--- src/rtl/period_meter.sv ---
// period_meter: measures the period of sig_in in clk cycles, with a one-cycle result strobe
module period_meter #(
    parameter int WIDTH = 8
) (
    input  logic             clk,
    input  logic             reset,
    input  logic             en,
    input  logic             sig_in,
    output logic [WIDTH-1:0] period,
    output logic             period_valid,
    output logic             overflow,
    output logic             locked
);
    typedef enum logic [1:0] {IDLE, ARM, MEAS} state_t;
    localparam logic [WIDTH-1:0] CNT_MAX = '1;
    state_t state, state_n;
    logic s1, s2, s3, rise;
    logic [WIDTH-1:0] cnt, cnt_n, period_n;
    logic valid_n, overflow_n, locked_n;
    assign rise = s2 & ~s3;
    // two-flop synchronizer plus delay flop for edge detection, independent of en
    always_ff @(posedge clk or posedge reset)
        if (reset) {s1, s2, s3} <= 3'b000;
        else       {s1, s2, s3} <= {sig_in, s1, s2};
    // state and output registers; every output is registered
    always_ff @(posedge clk or posedge reset)
        if (reset) begin
            state        <= IDLE;
            cnt          <= '0;
            period       <= '0;
            period_valid <= 1'b0;
            overflow     <= 1'b0;
            locked       <= 1'b0;
        end else begin
            state        <= state_n;
            cnt          <= cnt_n;
            period       <= period_n;
            period_valid <= valid_n;
            overflow     <= overflow_n;
            locked       <= locked_n;
        end
    // next state: en low wins over everything, then rise wins over the timeout
    always_comb begin
        state_n    = state;
        cnt_n      = cnt;
        period_n   = period;
        valid_n    = 1'b0;
        overflow_n = overflow;
        locked_n   = locked;
        if (!en) begin
            state_n    = IDLE;
            cnt_n      = '0;
            overflow_n = 1'b0;
            locked_n   = 1'b0;
        end else begin
            case (state)
                IDLE: begin
                    state_n = ARM;
                    cnt_n   = '0;
                end
                ARM: if (rise) begin
                    state_n = MEAS;
                    cnt_n   = WIDTH'(1);
                end
                MEAS: if (rise) begin
                    period_n   = cnt;
                    valid_n    = 1'b1;
                    locked_n   = 1'b1;
                    overflow_n = 1'b0;
                    cnt_n      = WIDTH'(1);
                end else if (cnt == CNT_MAX) begin
                    overflow_n = 1'b1;
                    locked_n   = 1'b0;
                    cnt_n      = '0;
                    state_n    = ARM;
                end else begin
                    cnt_n = cnt + 1'b1;
                end
                default: state_n = IDLE;
            endcase
        end
    end
endmodule

--- config.mk ---
export PLATFORM = sky130hd
export DESIGN_NAME = period_meter
export DESIGN_NICKNAME = d
export VERILOG_FILES = /design/src/rtl/period_meter.sv
export SDC_FILE = /design/constraint.sdc
export NUM_CORES = 1
export LEC_CHECK = 0
export CORE_MARGIN = 1.5
export CORE_UTILIZATION = 30
export CTS_BUF_LIST = sky130_fd_sc_hd__clkbuf_2 sky130_fd_sc_hd__clkbuf_4 sky130_fd_sc_hd__clkbuf_8
export CTS_CLUSTER_DIAMETER = 200
export DETAILED_ROUTE_END_ITERATION = 8
export SETUP_SLACK_MARGIN = 0.1
export SLEW_MARGIN = 40
export SYNTH_ARGS = -nofsm -noshare
export SYNTH_HDL_FRONTEND = slang
export SYNTH_SLANG_ARGS = --single-unit
export TNS_END_PERCENT = 1
--- constraint.sdc ---
create_clock -name clk -period 2.1 [get_ports clk]
set_input_delay 0.21 -clock clk [delete_from_list [all_inputs] [get_ports clk]]
set_output_delay 0.21 -clock clk [all_outputs]
set_load 0.02 [all_outputs]
==> impl_metrics.tcl <==
set metrics [dict create \
    avgSynthCellArea_um2 10.77 \
    die_h_um 66.97 \
    clock_path_buffers 2 \
    hp-class "input pin to async pin" \
    drtPass1Iterations 4 \
    tightest_slew_ps 373.7 \
    cap_violations 0 \
    synth_area_um2 1227 \
    cp_max_fo 7 \
    yosysWarnings 0 \
    antenna_found_initial 0 \
    clkTransAtPathRegs_ps 80 \
    core_area_um2 3971 \
    cp_slowest_cell "dfrtp_1" \
    powerDensity_nw_per_um2 737.0 \
    status "finished clean" \
    die_w_um 66.97 \
    synth_common_cells "24 x dfrtp_1, 9 x nand2_1, 7 x mux2_2, 6 x inv_1, 6 x nor2_1" \
    dp_hpwl_um 1669 \
    finalCritPeriodShare 0.8777 \
    fin_tns_setup_ps 0 \
    synth_area_leader_cell "dfrtp_1" \
    clock_sinks 24 \
    yosysSeqAreaShare 0.4893 \
    syn_inst 114 \
    grt_pass1_vias 860 \
    synth-seq-cells 24 \
    ys_top_cells_by_area "dfrtp_1 49%, mux2_2 6.4%, ha_1 5.1%, nand2_1 2.8%, a22o_1 2.1%" \
    h-tree-depth 1 \
    max_slew_margin 0.7504 \
    postLayoutCoreUtil 0.3806 \
    grt_usage 0.1157 \
    io_buffers 14 \
    setup_viol 0 \
    antenna_left 0 \
    crit_chain "ha_1 > and2_1 > and3_1 > nor3_2 > o41a_1" \
    drc_errors 0 \
    critical_path.endpoint_type "register" \
    totalWireLength_um 2385 \
    worstSetupPathType "register to register" \
    synth_top_area_share 0.4893 \
    p_leak_nw 0.6813 \
    synthArstFlopShare 1.000 \
    fin_skew_ps 1.347 \
    dieArea_um2 4484 \
    nFillCells 406 \
    grt_max_degree 25 \
    slowest_delay_ps 430 \
    finalHoldViolCount 0 \
    grt.overflow.total 0 \
    grt_pass1_wl_um 3933 \
    cts_made_buffers 3 \
    area_growth_syn_to_layout_pct 23.14 \
    drt-initial-drc-count 40 \
    initial_utilization 0.3091 \
    finalMaxSlewViolations 0 \
    gp_congestion 0.8533 \
    clock-root-buffer "clkbuf_8" \
    wire_per_inst_um 13.03 \
    yosys_most_used_dff "dfrtp_1" \
    ios 15 \
    nets 143 \
    period_needed_ps 1843 \
    synth_cell_types 37 \
    synth_most_common_cell "dfrtp_1" \
    critPathLaunchType "register" \
    rows 23 \
    synth_edf_count 0 \
    rsz0062_at_grt "no" \
    fmax_ghz 0.5425 \
    drive_gt1_frac 0.1955 \
    crit_arrival_ps 2000 \
    synthesis.nets 123 \
    hold_slack_ps 287.1 \
    worstSkewPairLatency_ps 260 \
    antenna_cells 0 \
    vias 910 \
    cts_tree "yes" \
    drt-vias-per-instance 4.973 \
    vdd_drop_max_uv 311.7 \
    critPathRequiredTime_ps 2250 \
]
metal layers:
metal  share of wire  track usage  vias to the layer above
li1                -            -                      451
met1            0.49       0.1547                      440
met2            0.47       0.1825                       15
met3           0.033      0.02196                        4
met4           0.010      0.04847                        0
met5               0            0                        -
critical path, delay by kind of cell (launching register included):
| kind | cells | cell delay (ps) |
|---|---|---|
| simple gates | 3 | 660 |
| compound gates | 1 | 410 |
| fa+ha+maj | 1 | 230 |
| flops | 1 | 430 |
repair_timing:
action,4_1_cts,5_1_grt
gates resized for setup,1,3
endpoints found under the setup margin,2,8
pin swaps,0,0
hold buffers,0,0
setup buffers,0,2
endpoints found under the hold margin,0,0
final cells by class:
class | instances | area [µm²] | share of cell area
Timing Repair Buffer | 20 | 185.2 | 0.1225
Sequential cell | 24 | 600.6 | 0.3974
Multi-Input combinational cell | 79 | 585.6 | 0.3874
Tap cell | 50 | 62.56 | 0.04139
Clock buffer | 4 | 55.05 | 0.03642
Inverter | 6 | 22.52 | 0.01490
metrics by stage:
| step | total power [W] | cells | instance area, µm² | worst slack [ps] |
|---|---|---|---|---|
| 2_1_floorplan | 0.0007106 | 114 | 1227 | 351.4 |
| 3_3_place_gp | 0.0007658 | 177 | 1423 | 196.4 |
| 3_5_place_dp | 0.0007716 | 177 | 1423 | 91.55 |
| 4_1_cts | 0.001086 | 181 | 1483 | 121.9 |
| 5_1_grt | 0.001180 | 183 | 1511 | 116.4 |
| 6_report | 0.001114 | 183 | 1511 | 256.8 |
sequential cells by signal (all words and copies together) (netlist names):
name / flops
locked: 1
state: 2
overflow: 1
cnt: 8
period: 8
s2: 1
period_valid: 1
s1: 1
s3: 1
cells by family (layout without fill, tap and decap cells):
group / Yosys count / in the layout / share of synthesized area
AO/OA/AOI/OAI: 26 / 26 / 0.1611
adder cells (fa/ha/maj): 5 / 5 / 0.05097
buffers and inverters: 11 / 30 / 0.04892
flip-flops: 24 / 24 / 0.4893
multiplexers: 7 / 7 / 0.06422
AND/OR/NAND/NOR: 41 / 41 / 0.1855
report_power, final:
group | internal, W | switching [W] | leakage (nW)
logic | 0.000135 | 0.000159 | 0.326
registers | 0.000486 | 0.0000238 | 0.326
clock network | 0.000167 | 0.000143 | 0.0288
cell usage in the layout, fill, tap and decap left out, types with 2 or more instances in the layout:
cell,netlist,layout
clkbuf_8,0,4
nor2b_1,3,3
buf_4,0,6
nand2_1,9,9
dfrtp_1,24,24
nor3_1,3,2
or3_1,3,2
nor2_1,6,6
nand3_1,5,5
and2_1,2,2
ha_1,5,4
and3_1,2,2
o21ai_0,5,5
a22o_1,3,3
o21bai_1,3,3
mux2_2,7,7
a21boi_0,2,2
clkdlybuf4s50_1,0,14
o21a_1,2,2
inv_1,6,6
nor3_2,1,2
worst paths after layout:
kind,startpoint,slack (ps),end,cells past startpoint
setup / recovery,cnt[0],260,state[1],5
hold / removal,reset,290,period[7],3
setup reg to reg,cnt[0],260,state[1],5
hold reg to reg,s1,360,s2,0
max in group asynchronous,reset,1580,locked,3
min in group clk,s1,360,s2,0
Power figures use the tool's default switching activity.
==> RTL edit 1: new RTL, same settings <==
Register the inputs `en` and `sig_in` before use. The logic sees them one clock later. Comments in the files are not updated.
--- a/src/rtl/period_meter.sv
+++ b/src/rtl/period_meter.sv
@@ -14,4 +14,13 @@
     typedef enum logic [1:0] {IDLE, ARM, MEAS} state_t;
     localparam logic [WIDTH-1:0] CNT_MAX = '1;
+
+    logic en_q;
+    logic sig_q;
+
+    always_ff @(posedge clk) begin
+        en_q  <= en;
+        sig_q <= sig_in;
+    end
+
     state_t state, state_n;
     logic s1, s2, s3, rise;
@@ -22,5 +31,5 @@
     always_ff @(posedge clk or posedge reset)
         if (reset) {s1, s2, s3} <= 3'b000;
-        else       {s1, s2, s3} <= {sig_in, s1, s2};
+        else       {s1, s2, s3} <= {sig_q, s1, s2};
     // state and output registers; every output is registered
     always_ff @(posedge clk or posedge reset)
@@ -48,5 +57,5 @@
         overflow_n = overflow;
         locked_n   = locked;
-        if (!en) begin
+        if (!en_q) begin
             state_n    = IDLE;
             cnt_n      = '0;
Check against the original RTL: not equivalent (a bounded check fails within 10 cycles, from zero or initial values and one cycle with reset high).
==> RTL edit 1 against the unedited design <==
Sequential power grew 6.5%; sequential cell count grew 2; die area grew 4.9%; routed wire length grew 2.4%; power grew 1.4%; design area grew 0.99%; synthesized area grew 5.1%; worst setup slack lost 19 ps; critical path type unchanged; largest cell class unchanged; largest power group unchanged; highest routed layer unchanged.
==> RTL edit 1: results (changes against the unedited design) <==
Status
  • Status: finished clean

Global routing
  • GR Layer Usage met1: 15.1% (-0.36 points)
  • GRT Overall Usage: 12.1% (+0.49 points)
  • First-pass GRT wire length: 4200 um (+6.7%)

Place
  • DP Worst Slack: 172 ps (+80.2 ps)
  • Hpwl dp: 1740 um (+4.5%)
  • Placed cell area: 1470 um^2 (+3.3%)

Synth
  • Post-synth cell types: 40 (+8.1%)
  • Mapped Cells: 113 (-0.88%)
  • Syn_nets: 122 (-0.81%)
  • Top cells by area, synth: dfrtp_1 47%, mux2_2 7.0%, ha_1 4.8%, dfxtp_1 3.1%, nand2_1 2.6%
  • Post-synth top cells: 24 x dfrtp_1, 9 x nand2_1, 8 x mux2_2, 6 x nand3_1
  • Flops & latches, synth: 26 (+8.3%)
  • Post-synthesis sequential area ratio: 49.7% (+0.73 points)

Routing
  • WL met2: 1180 um (+5.4%)
  • WL final: 2440 um (+2.4%)
  • Routed wl met3: 97 um (+23%)
  • Initial DRC Count: 23 (-43%)

Finish
  • Non-clock buffer share: 10.7% (-1.6 points)
  • Buffers excl. clock: 17 (-15%)
  • Fill count: 381 (-6.2%)
  • Final core utilization: 37.6% (-0.44 points)
  • Logic inverters: 5 (-1)
  • Reg area: 641 um^2 (+6.7%)
  • Fin nets: 139 (-2.8%)
  • Layout cells sized above 1: 20.9% (+1.4 points)

Power
  • Pwr Total: 1.13 mW (+1.4%)
  • Seq pwr share: 48.1% (+2.3 points)

CTS
  • Post-CTS sizing: 0 (-1)

STA
  • Final Skew: 3.22 ps (+1.88 ps)

Critical path
  • CP max FO: 10 (+3)
## RTL edit 1: cell types whose count changed in the layout (fill, tap and decap cells not counted), moves of 2 or more
cell / change
and3_1: +2
dfxtp_1: +2
nor3_2: -2
nand4_1: +2
or3_1: -2
nor2b_1: -2
buf_4: -3
o21bai_1: -3
a21o_2: +3
## RTL edit 1: worst paths after layout
kind / start / endpoint / slack [ps] / cells after the start
max: state[1] / cnt[2] / 240 / 6
min: reset / cnt[7] / 270 / 3
min reg2reg: sig_q / s1 / 330 / 0
max in group asynchronous: reset / cnt[6] / 1600 / 3
min in group clk: sig_q / s1 / 330 / 0
max reg2reg: state[1] / cnt[2] / 240 / 6
## RTL edit 1: cell families after synthesis
| kind of cell | Yosys count | synth area share (%) |
|---|---|---|
| AND/OR/NAND/NOR | 38 | 17.8 |
| AO/OA/AOI/OAI | 26 | 15.6 |
| flip-flops | 26 | 49.7 |
| buffers and inverters | 10 | 5.04 |
| multiplexers | 8 | 6.98 |
| adder cells (fa/ha/maj) | 5 | 4.85 |
==> RTL edit 2: new RTL, same flow settings <==
Made on the original files. Set the parameter `WIDTH` to 10 (it was 8).
--- a/src/rtl/period_meter.sv
+++ b/src/rtl/period_meter.sv
@@ -1,5 +1,5 @@
 // period_meter: measures the period of sig_in in clk cycles, with a one-cycle result strobe
 module period_meter #(
-    parameter int WIDTH = 8
+    parameter int WIDTH = 10
 ) (
     input  logic             clk,
Ports: changed (resized period); port bits go from 15 to 17. The function was not compared with the original's and may differ.
==> RTL edit 2 against the unedited design <==
Via count up 7.5%; routed wire length up 0.13%; clock power increased by 6%; worst setup slack got worse by 84 ps; critical path depth rose by 1; sequential cell count grew 4; power grew 12%; die area increased by 8.1%; clock skew increased by 1.7 ps; design area rose by 7.5%; synthesized area rose by 8.5%; largest power group unchanged.
==> RTL edit 2: results (changes against the unedited design) <==
Place
  • RD Place Congestion: 0.902 (+5.7%)
  • Port Buffers: 16 (+2)
  • Hpwl dp: 1810 um (+8.5%)

Synth
  • Synth Flop Type: dfrtp_1
  • Post-synthesis sequential area ratio: 52.6% (+3.7 points)
  • Yosys warns: 0 (unchanged)
  • Top cells by area, synth: dfrtp_1 53%, mux2_2 7.6%, ha_1 4.7%, nand2_1 4.2%, o21ai_0 3.0%
  • Async SR Flop Fraction: 100% (unchanged)
  • Post-synth top cells: 28 x dfrtp_1, 15 x nand2_1, 9 x mux2_2, 8 x o21ai_0, 6 x a21oi_1
  • Syn_nets: 130 (+5.7%)
  • Post-synth cell types: 34 (-8.1%)

CTS
  • Maximum root-to-sink buffer count: 2 (unchanged)
  • Clock-pin slew on the worst setup and hold paths: 90 ps
  • Num CTS Buffers: 3 (unchanged)
  • Root buf cell: clkbuf_8

STA
  • Max-slew headroom: 66.3% (-8.8 points)
  • Final Skew: 3.07 ps (+1.72 ps)

Finish
  • Top Registers: cnt: 10 flops, period: 10 flops, state: 2 flops
  • Layout cells sized above 1: 14.8% (-4.8 points)
  • Fin nets: 152 (+6.3%)
  • Fill count: 445 (+9.6%)
  • N_diodes: 0 (unchanged)

Critical path
  • Reg2reg setup slack: 170 ps (-80 ps)
  • Critical Path Slowest Stage Cell: or4b_4
  • Crit path max-delay family: simple AND/OR/NAND/NOR gates
  • Setup crit end: cnt[6]
  • Worst path arrival time: 2100 ps (+100 ps)
  • Critical Path Start: state[0]
  • CP peak stage delay: 590 ps (+160 ps)
  • CP max FO: 8 (+1)

Global routing
  • Vias in the first global route: 931 (+8.3%)
  • Largest net degree at the start of global routing: 29 (+16%)
  • First-pass GRT wire length: 4170 um (+6.1%)
  • GRT Overall Usage: 10.6% (-0.93 points)

Routing
  • Initial DRC Count: 15 (-63%)
  • WL final: 2390 um (+0.13%)
  • Vias per cell: 5.04 (+1.4%)
  • DR pass1 iterations: 3 (-1)

Status
  • Status: finished clean

Power
  • LEAKAGE: 0.735 nW (+7.8%)
  • Peak supply drop: 0.000427 V (+37%)
==> RTL edit 2: changes by cell type after synthesis, sizes merged, moves of 3 or more <==
| cell | before | now |
|---|---|---|
| nand4 | 0 | 3 |
| dfrtp | 24 | 28 |
| mux2i | 0 | 3 |
| a21oi | 1 | 6 |
| buf | 5 | 2 |
| nand2 | 9 | 15 |
| o21ai | 5 | 8 |
==> RTL edit 2: cells by family after synthesis <==
| group | after synthesis | synth area share, % |
|---|---|---|
| compound gates | 25 | 13.2 |
| xor+xnor | 2 | 1.32 |
| fa+ha+maj | 5 | 4.70 |
| flops | 28 | 52.6 |
| buf+inv | 8 | 2.63 |
| simple gates | 41 | 15.7 |
| mux | 12 | 9.87 |
==> RTL edit 2: cell type report <==
cell class | instances | area, um^2 | area share [%]
sequential | 28 | 701 | 43.1
inverter | 5 | 18.8 | 1.15
clock buffer | 4 | 55.1 | 3.39
multi-input combinational | 85 | 596 | 36.6
timing repair buffer | 20 | 190 | 11.7
tap | 52 | 65.1 | 4.00
==> RTL edit 2: worst min-delay path, stage by stage <==
cell	delay [ps]
clkdlybuf4s50_1	390
inv_1	50
buf_4	320
==> RTL edit 2: worst min-delay path by stage <==
| stage | from | to | slack, ps | depth (start not counted) |
|---|---|---|---|---|
| 2_1_floorplan | sig_in | s1 | 240 | 0 |
| 3_3_place_gp | s1 | s2 | 340 | 0 |
| 3_5_place_dp | s1 | s2 | 340 | 0 |
| 4_1_cts | reset | period[3] | 290 | 3 |
| 5_1_grt | reset | period[8] | 350 | 3 |
| 6_report | reset | period[3] | 290 | 3 |
==> RTL edit 2: stage by stage <==
stage / util, % / total power [mW] / hold slack [ps] / setup slack [ps] / instances
after CTS: 37.6 / 1.27 / 294 / 145 / 194
after floorplan: - / 0.859 / 241 / 308 / 121
after global placement: 36.3 / 0.923 / 337 / 253 / 190
after global routing: 37.6 / 1.33 / 347 / 74.9 / 194
final: 37.6 / 1.25 / 287 / 173 / 194
after detailed placement: 36.3 / 0.934 / 342 / 160 / 190
==> RTL edit 2: routing by layer <==
layer  GRT usage [%]  vias up  share of wire [%]
li1                -      477                  -
met2            16.1       18                 47
met4            5.98        0                3.1
met5               0        -                  0
met3            1.89        7                3.5
met1            14.4      476                 46
==> RTL edit 2: power breakdown <==
group	switching (mW)	internal [mW]
registers	0.0232	0.566
clock network	0.160	0.168
logic	0.190	0.144
==> RTL edit 2: repair_timing <==
action / in CTS / in global routing
setup buffers: 0 / 0
gates resized for setup: 0 / 1
endpoints found under the setup margin: 0 / 4
